<file path="src/rtl/pcie_pkg.sv">
// Shared types and word-field positions for the destination split/merge datapath.
package pcie_pkg;

    localparam int DW        = 6;
    localparam int CLASS_BIT = DW - 1;
    localparam int DEST_BIT  = DW - 2;

    typedef enum logic [2:0] {
        RESET,
        INIT,
        IDLE,
        ACTIVE,
        ERROR
    } state_e;

endpackage

</file>
<file path="src/rtl/rr_arbiter_2.sv">
// Two-requester round-robin arbiter: one-hot grant, pointer moves to the other side after a grant.
// With WEIGHTED_RR_EN each side keeps the pointer for weight+1 consecutive grants.
module rr_arbiter_2 (
    input  logic       clk,
    input  logic       rst,
    input  logic [1:0] req_i,
`ifdef WEIGHTED_RR_EN
    input  logic [1:0] weight0_i,
    input  logic [1:0] weight1_i,
`endif
    output logic [1:0] gnt_o
);

    logic ptr_q, ptr_d;
    logic gnt_idx;

    always_comb begin
        gnt_o = req_i;
        if (req_i == 2'b11) begin
            gnt_o = ptr_q ? 2'b10 : 2'b01;
        end
    end

    assign gnt_idx = gnt_o[1];

`ifdef WEIGHTED_RR_EN
    logic [2:0] burst_q, burst_d;
    logic [2:0] run;
    logic [1:0] wsel;

    // run counts consecutive grants to the side currently holding the pointer
    always_comb begin
        ptr_d   = ptr_q;
        burst_d = burst_q;
        wsel    = gnt_idx ? weight1_i : weight0_i;
        run     = (gnt_idx == ptr_q) ? burst_q + 3'd1 : 3'd1;
        if (|gnt_o) begin
            if (run > {1'b0, wsel}) begin
                ptr_d   = ~gnt_idx;
                burst_d = 3'd0;
            end else begin
                ptr_d   = gnt_idx;
                burst_d = run;
            end
        end else if (!req_i[ptr_q]) begin
            burst_d = 3'd0;
        end
    end

    always_ff @(posedge clk or posedge rst) begin
        if (rst) begin
            burst_q <= 3'd0;
        end else begin
            burst_q <= burst_d;
        end
    end
`else
    assign ptr_d = (|gnt_o) ? ~gnt_idx : ptr_q;
`endif

    always_ff @(posedge clk or posedge rst) begin
        if (rst) begin
            ptr_q <= 1'b0;
        end else begin
            ptr_q <= ptr_d;
        end
    end

endmodule

</file>
<file path="src/rtl/dest_merge_arbiter.sv">
// Merges the D0/D1 destination FIFOs into one egress word stream with misroute checking.
// Macro WEIGHTED_RR_EN adds weight_D0/weight_D1 ports for weighted round-robin.
module dest_merge_arbiter
    import pcie_pkg::*;
#(
    parameter int CNT_W = 8
) (
    input  logic             clk,
    input  logic             reset,
    input  logic             init,
    input  logic [1:0]       umbral_out,
    input  logic             empty_D0,
    input  logic             empty_D1,
    input  logic [DW-1:0]    data_D0,
    input  logic [DW-1:0]    data_D1,
    input  logic [1:0]       egress_count,
`ifdef WEIGHTED_RR_EN
    input  logic [1:0]       weight_D0,
    input  logic [1:0]       weight_D1,
`endif
    output logic             pop_D0,
    output logic             pop_D1,
    output logic             push_out,
    output logic [DW-1:0]    data_out,
    output logic [CNT_W-1:0] cnt_D0,
    output logic [CNT_W-1:0] cnt_D1,
    output logic             active_out,
    output logic             idle_out,
    output logic             error_out
);

    state_e           state_q, state_d;
    logic [1:0]       umbral_q;
    logic             push_q;
    logic [DW-1:0]    data_q;
    logic [CNT_W-1:0] cnt0_q, cnt1_q;
    logic             active_q, idle_q, error_q;
    logic             active_d, idle_d, error_d;
    logic             grant_en;
    logic [1:0]       req, gnt;
    logic [DW-1:0]    pop_word;
    logic             misroute;

    // grants only while ACTIVE and below the egress threshold; ERROR never pops
    assign grant_en = (state_q == ACTIVE) && (egress_count < umbral_q);
    assign req      = {~empty_D1, ~empty_D0} & {2{grant_en}};

`ifdef WEIGHTED_RR_EN
    logic [1:0] weight0_q, weight1_q;

    always_ff @(posedge clk or posedge reset) begin
        if (reset) begin
            weight0_q <= 2'd0;
            weight1_q <= 2'd0;
        end else if (state_q == INIT) begin
            weight0_q <= weight_D0;
            weight1_q <= weight_D1;
        end
    end
`endif

    rr_arbiter_2 u_arb (
        .clk       (clk),
        .rst       (reset),
        .req_i     (req),
`ifdef WEIGHTED_RR_EN
        .weight0_i (weight0_q),
        .weight1_i (weight1_q),
`endif
        .gnt_o     (gnt)
    );

    assign pop_word = gnt[1] ? data_D1 : data_D0;
    assign misroute = (gnt[0] && data_D0[DEST_BIT]) || (gnt[1] && !data_D1[DEST_BIT]);

    always_ff @(posedge clk or posedge reset) begin
        if (reset) begin
            state_q <= RESET;
        end else begin
            state_q <= state_d;
        end
    end

    always_comb begin
        state_d = state_q;
        case (state_q)
            RESET:   state_d = INIT;
            INIT:    if (!init) state_d = IDLE;
            IDLE:    if (!empty_D0 || !empty_D1) state_d = ACTIVE;
            ACTIVE: begin
                if (misroute) begin
                    state_d = ERROR;
                end else if (empty_D0 && empty_D1 && !push_q) begin
                    state_d = IDLE;
                end
            end
            ERROR:   state_d = ERROR;
            default: state_d = RESET;
        endcase
        if (init) begin
            state_d = INIT;
        end
    end

    always_comb begin
        pop_D0   = gnt[0];
        pop_D1   = gnt[1];
        active_d = (state_d == ACTIVE);
        idle_d   = (state_d == IDLE);
        error_d  = (state_d == ERROR);
    end

    always_ff @(posedge clk or posedge reset) begin
        if (reset) begin
            umbral_q <= 2'd0;
            push_q   <= 1'b0;
            data_q   <= '0;
            cnt0_q   <= '0;
            cnt1_q   <= '0;
            active_q <= 1'b0;
            idle_q   <= 1'b0;
            error_q  <= 1'b0;
        end else begin
            if (state_q == INIT) begin
                umbral_q <= umbral_out;
            end
            push_q <= |gnt;
            if (|gnt) begin
                data_q <= pop_word;
            end
            if (gnt[0]) begin
                cnt0_q <= cnt0_q + CNT_W'(1);
            end
            if (gnt[1]) begin
                cnt1_q <= cnt1_q + CNT_W'(1);
            end
            active_q <= active_d;
            idle_q   <= idle_d;
            error_q  <= error_d;
        end
    end

    assign push_out   = push_q;
    assign data_out   = data_q;
    assign cnt_D0     = cnt0_q;
    assign cnt_D1     = cnt1_q;
    assign active_out = active_q;
    assign idle_out   = idle_q;
    assign error_out  = error_q;

endmodule

</file>
<file path="config.mk">
export PLATFORM = sky130hd
export DESIGN_NAME = dest_merge_arbiter
export DESIGN_NICKNAME = d
export VERILOG_FILES = /design/src/rtl/pcie_pkg.sv /design/src/rtl/rr_arbiter_2.sv /design/src/rtl/dest_merge_arbiter.sv
export SDC_FILE = /design/constraint.sdc
export NUM_CORES = 1
export LEC_CHECK = 0
export ABC_AREA = 1
export BUFFER_PORTS_ARGS = -buffer_cell sky130_fd_sc_hd__buf_2
export CAP_MARGIN = 10
export CORE_MARGIN = 3
export CORE_UTILIZATION = 40
export CTS_BUF_LIST = sky130_fd_sc_hd__clkbuf_4 sky130_fd_sc_hd__clkbuf_8
export DETAILED_ROUTE_END_ITERATION = 12
export PLACE_DENSITY = 0.72
export SKIP_LAST_GASP = 1
export SYNTH_ARGS = -nofsm -noshare
export SYNTH_HDL_FRONTEND = slang
export SYNTH_SLANG_ARGS = --single-unit
</file>
<file path="constraint.sdc">
create_clock -name clk -period 1.4 [get_ports clk]
set_clock_uncertainty 0.05 [all_clocks]
set_input_delay 0.14 -clock clk [delete_from_list [all_inputs] [get_ports clk]]
set_output_delay 0.14 -clock clk [all_outputs]
set_load 0.03 [all_outputs]
</file>
==> results of run 1 <==
==> worst max path at each step <==
stage	slack [ns]	startpoint	endpoint	depth (start not counted)
floorplan	-0.04	umbral_q[1]	data_out[0]	8
global route	-0.34	umbral_q[1]	idle_out	9
detailed placement	-0.13	umbral_q[1]	cnt_D1[5]	7
CTS	-0.28	umbral_q[1]	pop_D0	6
global placement	-0.10	umbral_q[1]	pop_D1	6
finish	-0.28	umbral_q[1]	active_out	9
==> final cells by class <==
class / count / area share
multi-input cells: 119 / 0.334
repair buffers: 67 / 0.191
flip-flops and latches: 32 / 0.367
clock buffers: 7 / 0.0442
well taps: 48 / 0.0275
inverters: 21 / 0.0361
==> per-layer routing <==
metal	vias to the layer above	GRT usage	share of wire
li1	691	-	-
met1	642	0.202	0.42
met2	37	0.260	0.52
met3	2	0.0476	0.056
met4	0	0.0670	0.0093
met5	-	0	0
==> state kept, by name (all words and copies together) (netlist names) <==
signal	count
active_out	1
cnt_D0	8
cnt_D1	8
data_out	6
error_out	1
idle_out	1
push_out	1
state_q	3
u_arb.ptr_q	1
umbral_q	2
==> repair_timing <==
item                       in CTS  in global routing
setup endpoints to repair      31                 31
gates resized for setup        11                 16
hold endpoints to repair       32                  0
pin swaps                      10                  7
buffers inserted                5                  2
hold buffers                    1                  0
==> layout by cell type, fill, tap and decap left out, drive strengths merged <==
cell type and n:
mux2 1, xor2 9, ha 3, dfrtp 32, nor3 5, xnor2 5, nand4 4, clkbuf 7
a21oi 5, nand2 54, inv 21, nor2 15, dlygate4sd3 1, nand3b 1, o21a 1, nand3 13
buf 66, a21boi 1, o21ai 2
==> through the flow <==
| stage | setup TNS, ns | total power, mW | cells | hold slack [ns] | setup WS, ns |
|---|---|---|---|---|---|
| 2_1_floorplan | -0.283 | 2.51 | 174 | 0.206 | -0.0374 |
| 3_3_place_gp | -1.61 | 2.97 | 279 | 0.192 | -0.103 |
| 3_5_place_dp | -2.41 | 3.01 | 279 | 0.197 | -0.131 |
| 4_1_cts | -5.45 | 3.87 | 292 | 0.0146 | -0.285 |
| 5_1_grt | -7.76 | 4.14 | 294 | 0.0314 | -0.342 |
| 6_report | -5.34 | 3.88 | 294 | 0.0269 | -0.279 |
==> critical path, cell delays in order, from the launching register on <==
cell and delay [ns]:
dfrtp_1 0.37, inv_2 0.07, ha_4 0.20, a21oi_4 0.17, buf_4 0.14, buf_4 0.09
nand4_1 0.15, buf_4 0.19, nand3_2 0.07, a21oi_1 0.05
==> power by group <==
| group | switching (mW) | internal [mW] | total, mW |
|---|---|---|---|
| Combinational | 1.07 | 0.609 | 1.68 |
| Clock | 0.315 | 0.437 | 0.752 |
| Sequential | 0.244 | 1.21 | 1.45 |
| Total | 1.63 | 2.25 | 3.88 |
==> logic make-up after synthesis <==
family	count (synthesis)	share of synthesized area
XOR/XNOR	14	0.0786
multiplexers	1	0.00722
buffers and inverters	23	0.0650
AND/OR/NAND/NOR	92	0.270
flip-flops	32	0.513
adder cells (fa/ha/maj)	3	0.0241
AO/OA/AOI/OAI	9	0.0417
==> impl_metrics.yaml, run 1 <==
outcome:
  status: "complete, but fails checks"
  violations: "setup timing"
worst_hold_path:
  worstHoldPathType: "in2reg"
  whs_endpoint: "data_out[0]"
  min-delay-start: "data_D0[0]"
  min_path_cells: 3
clock_tree:
  cts.sinks: 32
  clkLatencyLatePin_ns: 0.28
  cts_tree: "yes"
  path_clk_slew_ns: 0.06
  clockBufferDepth: 2
  numCtsBuffers: 5
  cts-root-buf: "clkbuf_8"
  cts_max_level: 2
pwr:
  p_per_area_nw_per_um2: 1780
  leakage_nw: 1.22
  vdd_drop_max_v: 0.000835
die:
  start_util: 0.420
  die_x_um: 68.5
  die_area_um2: 4690
  rows: 22
  io_pins: 49
  fp.dieH_um: 68.5
  core_um2: 3720
place:
  place_area_um2: 1930
  gp_congestion: 0.811
  port_buffers: 48
  place_hpwl_mm: 2.57
global_route:
  grt_pass1_wl_mm: 5.55
  grt_max_degree: 33
  antenna_found_initial: 0
  grt_pass1_vias: 1252
  grt.total_usage: 0.162
  overflow: 0
sta:
  finalWorstSetupSlack_ns: -0.279
  worst_pin_slew_ns: 0.415
  final.min_clock_period_ns: 1.68
  hold_viol_final: 0
  slew_violations: 0
  fmax_mhz: 595
  post-route-period-util: 1.20
  rsz0062_at_grt: "yes"
  finalSetupViolCount: 31
  relSlewSlack: 0.721
critical_path:
  worst_ep_required_time_ns: 1.51
  rr_startpoint: "umbral_q[1]"
  rrSetupSlack_ns: -0.28
  reg2reg_depth: 9
  r2r_end: "active_out"
  criticalPathCategory: "reg2reg"
  cp_max_fo: 4
  critPathCaptureType: "register"
  cp-start-kind: "register"
  cp.arrival_ns: 1.79
routing:
  viasPerCell: 4.67
  drtIter0Drc: 42
  routedWlPerCell_um: 12.1
  num_vias: 1372
  drtAntennaViolNets: 0
  wl_mm: 3.56
  drc: 0
  firstDrtPassIters: 4
logic_synthesis:
  ys_warn_count: 0
  synth_area_leaders: "dfrtp_1 (51%), nand2_1 (12%), xor2_1 (5.1%)"
  synth_flop_cell: "dfrtp_1"
  yosys.area.top_type: "dfrtp_1"
  ys_ff_latch: 32
  ys_types: 26
  synthArstFlopShare: 1.00
  seq_area_frac_synth: 0.513
  syn-num-nets: 198
  synthMostInstantiatedCell: "nand2_1"
  synth_top_area_share: 0.513
  syn_inst: 174
  synth-edff-count: 0
  synth_area_um2: 1560
  ys_top_cells_by_count: "nand2_1 (51), dfrtp_1 (32), inv_1 (19)"
  syn_area_per_cell_um2: 8.97
final_layout:
  regArea_um2: 801
  n_fill_cell: 352
  layout.nets: 270
  fin_util: 0.587
  drive_above_1_share: 0.415
  area_growth_pct: 39.8
  design_area_um2: 2180
  multi_input_area_um2: 728
  antenna_cells: 0
job:
  drv_cap: 0
No activity file was read; power rests on OpenSTA's default activity.
==> run 2: changes to the inputs <==
- CTS_CLUSTER_SIZE: not set -> 10
- RECOVER_POWER: not set -> 100
==> run 2 against run 1 <==
  * The run still ends with setup timing left
  * Hold slack barely moved
  * Critical path depth did not move
  * First-iteration DRC count did not move
  * Global-route usage did not move
  * Sequential share of layout area rose by 0.66 points
==> impl_metrics.yaml, run 2 (synthesized netlist as in run 1, its figures left out) <==
die:
  fp.dieH_um: 68.5
  die_x_um: 68.5
  die_area_um2: 4690
  rows: 22
  core_um2: 3720
  start_util: 0.420
  io_pins: 49
pwr:
  p_per_area_nw_per_um2: 1780
  p_switching_mw: 1.64
  p_total_mw: 3.82
  power_frac_clock: 0.197
  power_frac_comb: 0.422
  leakage_nw: 1.12
  seqPwrFrac: 0.381
  intPower_mw: 2.18
  vdd_drop_max_v: 0.000847
  p_sw_frac: 0.428
routing:
  viasPerCell: 4.66
  drtAntennaViolNets: 0
  drc: 0
  firstDrtPassIters: 4
  drtIter0Drc: 42
  wl_mm: 3.56
  num_vias: 1369
  routedWlPerCell_um: 12.1
critical_path:
  cp.arrival_ns: 1.79
  worst_ep_required_time_ns: 1.51
  critPathCaptureType: "register"
  criticalPathCategory: "reg2reg"
  cp-start-kind: "register"
  cp_max_fo: 4
clock_tree:
  cts.sinks: 32
  clockBufferDepth: 2
  cts_max_level: 2
  clkLatencyLatePin_ns: 0.28
  numCtsBuffers: 5
  path_clk_slew_ns: 0.06
  cts-root-buf: "clkbuf_8"
  cts_tree: "yes"
sta:
  post-route-period-util: 1.20
  relSlewSlack: 0.468
  finalSetupViolCount: 31
  finalWorstSetupSlack_ns: -0.279
  hold_viol_final: 0
  rsz0062_at_grt: "yes"
  hold-worst-slack_ns: 0.0271
  fmax_mhz: 596
  final.min_clock_period_ns: 1.68
  slew_violations: 0
  worst_pin_slew_ns: 0.799
place:
  port_buffers: 48
  placed_cells: 279
  dp_slack_ns: -0.131
  place_hpwl_mm: 2.57
  place_area_um2: 1930
  gp_congestion: 0.811
worst_hold_path:
  worstHoldPathType: "in2reg"
final_layout:
  antenna_cells: 0
  stdcell_count: 294
  drive_above_1_share: 0.305
  n_fill_cell: 366
  final_cell_mix: "nand2_1 (46), dfrtp_1 (32), clkbuf_1 (27)"
  design_area_um2: 2140
  layout_commonest_cell: "nand2_1"
  area_growth_pct: 37.3
  layout.nets: 270
outcome:
  violations: "setup timing"
  status: "complete, but fails checks"
global_route:
  grt_pass1_wl_mm: 5.55
  overflow: 0
  grt_max_degree: 33
  grt.total_usage: 0.162
  antenna_found_initial: 0
  grt_pass1_vias: 1252
job:
  drv_cap: 0
[run 2: what timing repair did]
action / CTS / global route
hold endpoints to repair: 32 / 0
hold buffers: 1 / 0
buffers inserted: 5 / 2
resized for setup: 11 / 16
endpoints found under the setup margin: 31 / 31
cloned: 0 / 0
pin swaps: 10 / 7
[run 2: power by group through the flow]
stage	Sequential (mW)	Clock, mW	Combinational [mW]
after floorplan	1.89	0	0.617
after detailed placement	1.45	0	1.56
after CTS	1.45	0.784	1.63
after global placement	1.45	0	1.52
after global routing	1.50	0.823	1.75
final	1.45	0.752	1.61
[run 2: worst paths after layout]
check	start	to	slack, ns	cells after the start
setup / recovery	umbral_q[1]	active_out	-0.28	9
setup reg to reg	umbral_q[1]	active_out	-0.28	9
hold reg to reg	cnt_D0[7]	cnt_D0[7]	0.42	1
hold / removal	data_D0[0]	data_out[0]	0.03	3
min in group asynchronous	reset	state_q[1]	0.58	4
max in group asynchronous	reset	error_out	0.22	4
[run 2: cell type report]
type / count / area [um^2] / share of cell area
Timing Repair Buffer: 67 / 378 / 0.176
Clock buffer: 7 / 96.3 / 0.0450
Inverter: 21 / 78.8 / 0.0368
Multi-Input combinational cell: 119 / 728 / 0.340
Sequential cell: 32 / 801 / 0.374
Tap cell: 48 / 60.1 / 0.0280
[run 2: critical path: stages, from the launching register on]
cell and delay [ns]:
dfrtp_1 0.37, inv_2 0.07, ha_4 0.20, a21oi_4 0.17
buf_4 0.14, buf_4 0.09, nand4_1 0.15, buf_4 0.19
nand3_2 0.07, a21oi_1 0.05
[run 2: routing by layer]
| metal | part of all wire | wire (um) | GRT usage |
|---|---|---|---|
| met3 | 0.058 | 207 | 0.0476 |
| met2 | 0.51 | 1830 | 0.260 |
| met1 | 0.42 | 1490 | 0.202 |
| met5 | 0 | 0 | 0 |
| met4 | 0.0093 | 33 | 0.0670 |
[run 2: stage by stage]
stage	util	setup TNS (ns)
6_report	0.576	-5.32
3_3_place_gp	0.520	-1.61
2_1_floorplan	-	-0.283
4_1_cts	0.568	-5.45
3_5_place_dp	0.520	-2.41
5_1_grt	0.576	-7.76
